===== config.mk =====
export PLATFORM = sky130hd
export DESIGN_NAME = divider
export DESIGN_NICKNAME = d
export VERILOG_FILES = /design/src/rtl/divider.sv
export SDC_FILE = /design/constraint.sdc
export NUM_CORES = 1
export LEC_CHECK = 0
export CORE_UTILIZATION = 38
export DETAILED_ROUTE_END_ITERATION = 10
export GPL_TIMING_DRIVEN = 0
export PLACE_DENSITY = 0.65
export SYNTH_ARGS = -nofsm -noshare
export SYNTH_HDL_FRONTEND = slang
export SYNTH_HIERARCHICAL = 1
export SYNTH_SLANG_ARGS = --single-unit
export TNS_END_PERCENT = 50

===== constraint.sdc =====
create_clock -name clk -period 4.99 [get_ports clk]
set_input_delay 0.7485 -clock clk [delete_from_list [all_inputs] [get_ports clk]]
set_output_delay 0.7485 -clock clk [all_outputs]
set_load 0.02 [all_outputs]

===== src/rtl/divider.sv =====
// divider: 32-bit unsigned restoring divider, one quotient bit per clock.
//
// subtract ports:
//   a_i, b_i  minuend / subtrahend
//   diff_o    a_i - b_i (modulo 2^W)
//   ovf_o     borrow out (a_i < b_i)
//
// divider ports:
//   clk          rising-edge clock
//   rst_n        asynchronous active-low reset
//   start        request a divide; a/b sampled with it in IDLE or DONE
//   a, b         unsigned dividend / divisor
//   busy         high while the 32 restoring steps are running
//   done         one-cycle pulse; c/r/div_by_zero valid
//   c, r         quotient / remainder, held until the next completion
//   div_by_zero  last completed divide had b == 0 (c = all ones, r = a)

module subtract #(
    parameter int WIDTH = 32
) (
    input  logic [WIDTH-1:0] a_i,
    input  logic [WIDTH-1:0] b_i,
    output logic [WIDTH-1:0] diff_o,
    output logic             ovf_o
);
    assign {ovf_o, diff_o} = {1'b0, a_i} - {1'b0, b_i};
endmodule

module divider #(
    parameter int WIDTH = 32
) (
    input  logic             clk,
    input  logic             rst_n,
    input  logic             start,
    input  logic [WIDTH-1:0] a,
    input  logic [WIDTH-1:0] b,
    output logic             busy,
    output logic             done,
    output logic [WIDTH-1:0] c,
    output logic [WIDTH-1:0] r,
    output logic             div_by_zero
);
    typedef enum logic [1:0] {IDLE, RUN, DONE} state_t;

    state_t           state_q, state_d;
    logic [4:0]       cnt_q, cnt_d;
    logic [WIDTH-1:0] dvd_q, dvd_d, b_q, b_d, rem_q, rem_d, quo_q, quo_d;
    logic [WIDTH-1:0] c_q, c_d, r_q, r_d;
    logic             dbz_q, dbz_d;
    logic [WIDTH:0]   shifted;
    logic [WIDTH-1:0] diff;
    logic             accept;

    // The shifted value can reach 33 bits, but whenever it is >= b the true
    // difference is < b and so fits in 32 bits: the low 32 bits of the
    // subtractor are exact and its borrow is not needed.
    assign shifted = {rem_q, dvd_q[WIDTH-1]};
    assign accept  = shifted >= {1'b0, b_q};

    subtract #(.WIDTH(WIDTH)) u_sub (
        .a_i   (shifted[WIDTH-1:0]),
        .b_i   (b_q),
        .diff_o(diff),
        .ovf_o ()
    );

    always_comb begin
        state_d = state_q;
        cnt_d   = cnt_q;
        dvd_d   = dvd_q;
        b_d     = b_q;
        rem_d   = rem_q;
        quo_d   = quo_q;
        c_d     = c_q;
        r_d     = r_q;
        dbz_d   = dbz_q;
        if (state_q == RUN) begin
            rem_d = accept ? diff : shifted[WIDTH-1:0];
            quo_d = {quo_q[WIDTH-2:0], accept};
            dvd_d = {dvd_q[WIDTH-2:0], 1'b0};
            cnt_d = (cnt_q == 5'd0) ? cnt_q : cnt_q - 5'd1;
            if (cnt_q == 5'd0) begin
                state_d = DONE;
                c_d     = quo_d;
                r_d     = rem_d;
                dbz_d   = 1'b0;
            end
        end else if (start) begin
            dvd_d   = a;
            b_d     = b;
            rem_d   = '0;
            quo_d   = '0;
            cnt_d   = 5'd31;
            state_d = (b == '0) ? DONE : RUN;
            if (b == '0) begin
                c_d   = '1;
                r_d   = a;
                dbz_d = 1'b1;
            end
        end else begin
            state_d = IDLE;
        end
    end

    always_ff @(posedge clk or negedge rst_n) begin
        if (!rst_n) begin
            state_q <= IDLE;
            cnt_q   <= '0;
            dvd_q   <= '0;
            b_q     <= '0;
            rem_q   <= '0;
            quo_q   <= '0;
            c_q     <= '0;
            r_q     <= '0;
            dbz_q   <= 1'b0;
        end else begin
            state_q <= state_d;
            cnt_q   <= cnt_d;
            dvd_q   <= dvd_d;
            b_q     <= b_d;
            rem_q   <= rem_d;
            quo_q   <= quo_d;
            c_q     <= c_d;
            r_q     <= r_d;
            dbz_q   <= dbz_d;
        end
    end

    assign busy        = state_q == RUN;
    assign done        = state_q == DONE;
    assign c           = c_q;
    assign r           = r_q;
    assign div_by_zero = dbz_q;
endmodule


## Word-level counts from Yosys, hierarchy flattened

Index checks and enable logic that the tools add are counted.

| storage, ports and cells | value |
|---|---|
| register bits after elaboration | 199 |
| output and inout bits | 67 |
| bits of input ports | 67 |
| logic and storage cells | 49 |

| operators by class | value |
|---|---|
| multiplexer cells | 25 |
| eq/ne operators | 4 |
| add/subtract/negate cells | 2 |
| reduce and logical (&&, ||, !) cells | 7 |
| $lt $le $gt $ge | 1 |
| bitwise logic cells | 1 |

Operators with widths:

| kind | count |
|---|---|
| $mux W32 | 13 |
| $ge A33 B32 Y1 | 1 |
| $logic_not A32 Y1 | 1 |
| $sub A32 B32 Y32 | 1 |
| $mux W31 | 1 |
| $mux W5 | 3 |
| $mux W2 | 4 |
| $logic_not A5 Y1 | 1 |
| $sub A5 B1 Y5 const B | 1 |
| $mux W1 | 4 |
| $reduce_and A2 Y1 | 2 |
| $reduce_bool A2 Y1 | 2 |
| $reduce_and A3 Y1 | 1 |
| $eq A2 B1 Y1 const B | 1 |
| $eq A2 B2 Y1 const B | 1 |
| $ne A2 B1 Y1 const B | 1 |
| $ne A2 B2 Y1 const B | 1 |
| $not A1 Y1 | 1 |

## Longest topological paths before layout

Gate-level depths: netlist of the first run.

| logic depth | value |
|---|---|
| depth in word-level cells | 4 |
| mapped depth | 13 |
| gate-level depth less buffers | 13 |

## Hierarchy

The synthesis of the first run kept the hierarchy.

By module, submodules not included:

| module | cells an instance | seq. area each (µm²) | area each (µm²) | times used |
|---|---|---|---|---|
| divider | 1038 | 4979.8 | 9910.8 | 1 |
| subtract | 301 | 0.0 | 1979.4 | 1 |

## Worst setup path after synthesis of the first run

No wires, ideal clock.

| timing | value |
|---|---|
| path type | reg2reg |
| start | reg dvd_q[31] |
| end | reg r_q[30] (netlist: r[30]) |
| arrival time | 2.840 ns |
| stages on the path, launching flop included | 14 |
| setup slack | 2.024 ns |
| library setup time | 0.126 ns |
| data required time | 4.864 ns |
| clock period less this slack | 2.966 ns |
| buffers on the path | 0 |
| cell sequence | dfrtp_1 inv_1 ha_1 fa_1 nand2b_1 a21oi_2 o211ai_1 a2111oi_4 o2111a_1 a311oi_2 nand2_1 a21oi_1 a221o_1 a221o_1 |

| between the ends | value |
|---|---|
| cells in the longest elaborated chain, start to end | 4 |
| elaborated cells on any way between the ends | 5 |
| classes of those cells | add/sub (1); order compare (1); mux (3) |

RTL lines:

| element | line | text |
|---|---|---|
| from (decl) | 47 | `logic [WIDTH-1:0] dvd_q, dvd_d, b_q, b_d, rem_q, rem_d, quo_q, quo_d;` |
| from (signal assigned) | 119 | `dvd_q <= dvd_d;` |
| $sub A32 B32 Y32 | 26 | `assign {ovf_o, diff_o} = {1'b0, a_i} - {1'b0, b_i};` |
| via diff[30] | 51 | `logic [WIDTH-1:0] diff;` |
| $mux W32 | 78 | `rem_d = accept ? diff : shifted[WIDTH-1:0];` |
| $mux W32 | 82 | `if (cnt_q == 5'd0) begin` |
| $mux W32 | 77 | `if (state_q == RUN) begin` |
| to (signal assigned) | 124 | `r_q <= r_d;` |
| to (decl) | 48 | `logic [WIDTH-1:0] c_q, c_d, r_q, r_d;` |

The timed path passes the listed nets, and every way through them passes these cells. The select of a mux whose other input is x is not followed.
A chain may end at the register's enable or synchronous reset.

## Final worst setup path of the first run

| timing | value |
|---|---|
| start | in b[24] |
| end | reg c_q[6] (netlist: c[6]) |

| between the ends | value |
|---|---|
| cells in the longest elaborated chain, start to end | 3 |

RTL lines:

| element | line | text |
|---|---|---|
| from (decl) | 36 | `input logic [WIDTH-1:0] b,` |
| $logic_not A32 Y1 | 95 | `if (b == '0) begin` |
| $reduce_bool A2 Y1 (no source line) | -- |  |
| $reduce_and A3 Y1 (no source line) | -- |  |
| to (signal assigned) | 113 | `c_q <= '0;` |
| to (signal assigned) | 123 | `c_q <= c_d;` |
| to (decl) | 48 |  |

No other way between the ends.

==> results of run 1 <==
worst max-delay path: stages:
cell and delay [ps]:
clkdlybuf4s50_1 440, nor4_1 380, nand4_1 370, nor3_1 290, clkbuf_1 650, buf_1 540, clkbuf_1 360, o21ai_0 150
nand2_1 90
metrics by stage:
stage	setup slack (ps)	utilization	total power, W
global route	1140	0.468	0.0127
floorplan	2020	-	0.00788
detailed placement	863	0.447	0.0101
CTS	1330	0.468	0.0117
global placement	-5400	0.446	0.00994
finish	1350	0.468	0.0118
final timing paths:
kind / end / slack [ps] / cells past startpoint
max: c[6] / 1350 / 9
min: quo_q[26] / 290 / 1
max reg2reg: r[30] / 1430 / 13
min reg2reg: dvd_q[9] / 490 / 2
max in group asynchronous: b_q[29] / 3670 / 2
min in group clk: dvd_q[9] / 490 / 2
power breakdown:
group / switching [W] / internal (W)
sequential: 0.000748 / 0.00235
clock: 0.000756 / 0.000741
combinational: 0.00437 / 0.00281
total: 0.00587 / 0.00590
flip-flops by register name (all words and copies together) (netlist names):
name,count
r,32
c,32
rem_q,32
div_by_zero,1
cnt_q,5
b_q,32
dvd_q,32
state_q,2
quo_q,31
metal layers:
metal  share of wire  up-vias  wire [um]
met5         0.00037        -         13
met2            0.45      404      16000
li1                -     5071          -
met4           0.023        2        810
met1            0.47     5170      16600
met3           0.059       45       2120
cell type report:
type | count | area share
inverters | 81 | 0.0212
repair buffers | 133 | 0.0943
flip-flops and latches | 199 | 0.347
plain buffers | 80 | 0.0234
well taps | 396 | 0.0345
clock inverters | 15 | 0.0153
clock buffers | 17 | 0.0296
multi-input cells | 974 | 0.435
layout by cell type (no fill, tap or decap), drive strengths merged, types with 2 or more instances in the layout:
| master | n |
|---|---|
| a2111oi | 2 |
| a211oi | 2 |
| a21boi | 4 |
| a21o | 14 |
| a21oi | 144 |
| a221o | 66 |
| a22oi | 34 |
| a311oi | 4 |
| a31oi | 2 |
| and2 | 2 |
| and3 | 5 |
| and4 | 2 |
| buf | 18 |
| clkbuf | 81 |
| clkdlybuf4s50 | 131 |
| clkinv | 7 |
| dfrtp | 199 |
| ha | 66 |
| inv | 88 |
| mux2 | 32 |
| mux2i | 35 |
| nand2 | 259 |
| nand2b | 10 |
| nand3 | 38 |
| nand4 | 12 |
| nor2 | 36 |
| nor2b | 5 |
| nor3 | 13 |
| nor4 | 10 |
| o2111a | 2 |
| o2111ai | 2 |
| o211ai | 6 |
| o21a | 4 |
| o21ai | 120 |
| o31ai | 2 |
| xnor2 | 17 |
| xor2 | 10 |
==> run_results.csv, run 1 <==
group,metric,value,unit
cts,numCtsBuffers,17,
global_route,grtUsageMet1,0.319,
synth,yosys_warnings,6,
global_route,grt_pass1_wl,56200,um
critical_path,cp-startpoint,"b[24]",
die,start_util,0.387,
global_route,grt-busiest-layer,"met2",
layout,fin_cells,1895,
pwr,ir_worst_vdd,0.319,mV
cts,cts-root-buf,"clkbuf_16",
cts,cts_hold_buffers,0,
global_route,use_met3,0.0420,
global_route,grt_pass1_vias,10200,
sta,timing_hold_violations_final,0,
layout,antenna_cells,0,
status,outcome,"finished, final reports clean",
route,route.detailed.drc,0,
critical_path,rr_startpoint,"dvd_q[31]",
critical_path,crit_type,"in -> reg",
die,core,30700,um^2
route,drtPass1Iterations,6,
sta,rsz0062_at_grt,"no",
sta,max_slew_margin,0.434,
sta,tns,0,ps
die,die_x,179,um
route,wire_per_inst,18.8,um
cts,cts.htree.levels,4,
route,wirelength,35600,um
layout,nNetsFinal,1620,
route,vias_per_cell,5.64,
sta,finClkSkew,20.4,ps
place,placed_area,13700,um^2
run,max_cap_violations,0,
cts,cts-resized-gates,0,
layout,multi_input_area,6240,um^2
layout,regArea,4980,um^2
global_route,grt_util_met2,0.353,
critical_path,crit_fanout,10,
critical_path,cp.required,5380,ps
critical_path,worstSetupEndpointType,"flop",
sta,tightest_slew,850,ps
cts,cts_setup_buffers,0,
layout,drive_above_1_share,0.0634,
route,routed-via-count,10700,
place,dpl.cell_count,1863,
route,ant_nets,0,
synth,synth_area,11900,um^2
synth,netlist_instances,1334,
cts,insertion_delay,450,ps
sta,setup_viol,0,
die,row_count,64,
pwr,leakage,6.42,nW
die,dieArea,31900,um^2
layout,fillers,2930,
die,io_pins,134,
cts,clock_sinks,199,
pwr,powerDensity,820,nW/um^2
cts,cts.path.max_buffers,2,
place,port-buffer-count,132,
layout,stdcell_area,14400,um^2
synth,synth.avg_cell_area,8.89,um^2
sta,fmax,0.275,GHz
place,dp_hpwl,26900,um
layout,syn2layout_area_growth,21.0,%
min_path,hold_path_class,"in -> async",
sta,whs,295,ps
critical_path,start_kind,"input port",
critical_path,crit_arrival,4030,ps
sta,period_share,0.729,
global_route,grt_max_degree,114,
cts,clk_pin_slew,90,ps
cts,tritoncts,"done",
global_route,track_usage,0.227,
global_route,antenna_found_initial,1,
sta,maxSlewViolCount,0,
die,die_h,179,um
place,routabilityCongestion,0.895,
synth,synthesis.nets,1468,
route,drt-initial-drc-count,1190,
global_route,grt-ovfl-total,0,
sta,timing.final.crit_period,3640,ps
(Power assumes the default switching activity.)
==> inputs of run 2 (changes only) <==
- PLACE_DENSITY: 0.65 -> 0.67
- clock period: 4.99 -> 3 ns (I/O delays scaled with it)
==> run 2 against run 1 <==
Net effect: the flow now finishes with violations (negative setup slack); clock skew is 5.7 ps lower; sequential share of layout area is 1.9 points lower; setup slack worse by 1500 ps; die area stayed put; total power is 84% higher; flip-flop and latch count stayed put; wire length is 3.1% higher; global-route usage is 0.46 points higher; combinational power is 95% higher; clock power is 64% higher; largest power group unchanged.
==> run_results.csv, run 2 (same netlist as run 1, synthesis figures left out) <==
group,metric,value,unit
status,outcome,"complete, but fails checks",
status,violations,"negative setup slack",
place,dp_hpwl,27000,um
die,dieArea,31900,um^2
route,ant_nets,0,
layout,multi_input_area,6750,um^2
critical_path,worstSetupEndpointType,"flop",
min_path,hold_start,"start",
cts,cts.htree.levels,4,
die,start_util,0.387,
global_route,grt_max_degree,76,
critical_path,crit_fanout,3,
route,drt-initial-drc-count,1328,
die,io_pins,134,
cts,tritoncts,"done",
min_path,hold_path_class,"in -> reg",
sta,setup_slack,-119,ps
critical_path,crit_type,"reg -> reg",
cts,clock_sinks,199,
die,die_x,179,um
global_route,grt-ovfl-total,0,
sta,setup_viol,4,
route,drtPass1Iterations,6,
layout,regArea,5010,um^2
critical_path,cp-startpoint,"dvd_q[31]",
place,placed_area,13700,um^2
route,routed-via-count,11200,
die,row_count,64,
die,core,30700,um^2
layout,drive_above_1_share,0.155,
sta,max_slew_margin,0.456,
layout,stdcell_area,15300,um^2
global_route,antenna_found_initial,0,
global_route,track_usage,0.231,
layout,nNetsFinal,1660,
pwr,power,0.0216,W
place,routabilityCongestion,0.900,
critical_path,start_kind,"flop",
route,vias_per_cell,5.76,
sta,rsz0062_at_grt,"yes",
layout,final_common_cell,"nand2_1",
cts,numCtsBuffers,17,
pwr,leakage,6.73,nW
pwr,powerDensity,1420,nW/um^2
cts,clk_pin_slew,90,ps
layout,fillers,2818,
run,max_cap_violations,0,
cts,cts-root-buf,"clkbuf_16",
sta,timing.final.crit_period,3120,ps
place,port-buffer-count,132,
sta,period_share,1.04,
critical_path,cp.required,3330,ps
route,wire_per_inst,19.0,um
sta,timing_hold_violations_final,0,
sta,tns,-254,ps
die,die_h,179,um
sta,finClkSkew,14.7,ps
route,wirelength,36700,um
sta,maxSlewViolCount,0,
layout,antenna_cells,0,
global_route,grt_pass1_wl,57300,um
pwr,ir_worst_vdd,0.575,mV
layout,syn2layout_area_growth,28.8,%
cts,insertion_delay,450,ps
global_route,grt_pass1_vias,10600,
critical_path,rr_startpoint,"dvd_q[31]",
critical_path,crit_arrival,3450,ps
cts,cts.path.max_buffers,2,
layout,final_cell_mix,"nand2_1 (256), dfrtp_1 (176), clkdlybuf4s50_1 (130), a21oi_1 (129), o21ai_0 (113)",
route,route.detailed.drc,0,
sta,fmax,0.321,GHz
sta,tightest_slew,816,ps
place,dpl_worst_slack,-757,ps
==> run 2: changes by cell type in the layout (fill, tap and decap cells not counted), moves of 5 or more <==
cell,change
buf_4,+45
dfrtp_1,-23
dfrtp_2,+23
ha_1,-20
a21oi_1,-14
ha_4,+14
clkbuf_1,-13
a21oi_2,+12
xnor2_1,-9
xnor2_2,+9
ha_2,+6
buf_2,-5
==> run 2: where the power goes <==
part	total (W)	internal, W	switching [W]
Sequential	0.00520	0.00394	0.00126
Clock	0.00246	0.00123	0.00124
Combinational	0.0140	0.00597	0.00798
Total	0.0216	0.0111	0.0105
==> run 2: cell type report <==
type	instances	share of cell area
flip-flops and latches	199	0.328
multi-input cells	974	0.442
inverters	81	0.0199
repair buffers	175	0.111
well taps	396	0.0324
clock inverters	15	0.0141
clock buffers	17	0.0278
plain buffers	78	0.0251
==> run 2: timing repair <==
action                     4_1_cts  5_1_grt
hold buffers                     1        0
pin swaps                       14       24
hold endpoints to repair        60        0
setup buffers                   13       27
gates resized for setup         66       94
setup endpoints to repair       86       75
==> run 2: final timing paths <==
check	cells after the start	to	slack (ps)
max in group asynchronous	4	b_q[1]	1390
worst max register to register	14	r[30]	-120
worst min-delay path	3	dvd_q[1]	480
worst min register to register	2	dvd_q[13]	480
min in group asynchronous	2	c[25]	510
worst max-delay path	14	r[30]	-120
==> run 2: routing by layer <==
layer | up-vias | GRT usage | share of wire
li1 | 5184 | - | -
met1 | 5422 | 0.314 | 0.44
met2 | 488 | 0.381 | 0.47
met3 | 58 | 0.0312 | 0.064
met4 | 0 | 0.0720 | 0.025
met5 | - | 0 | 0
==> run 2: per-stage QoR <==
step	std cells	util	hold slack (ps)
after global routing	1935	0.498	503
after detailed placement	1864	0.448	414
after global placement	1862	0.446	457
after floorplan	1334	-	154
final	1935	0.498	479
after CTS	1910	0.482	468
==> run 2: critical path, cell delays in order, from the launching register on <==
cell and delay (ps):
dfrtp_2 420, inv_2 60, ha_4 160, fa_2 330
nand2b_4 160, a21oi_4 150, o211ai_1 180, a2111oi_4 370
buf_4 190, o2111a_1 210, a311oi_2 60, nand2_1 110
a21oi_2 60, a221o_1 270, a221o_1 260
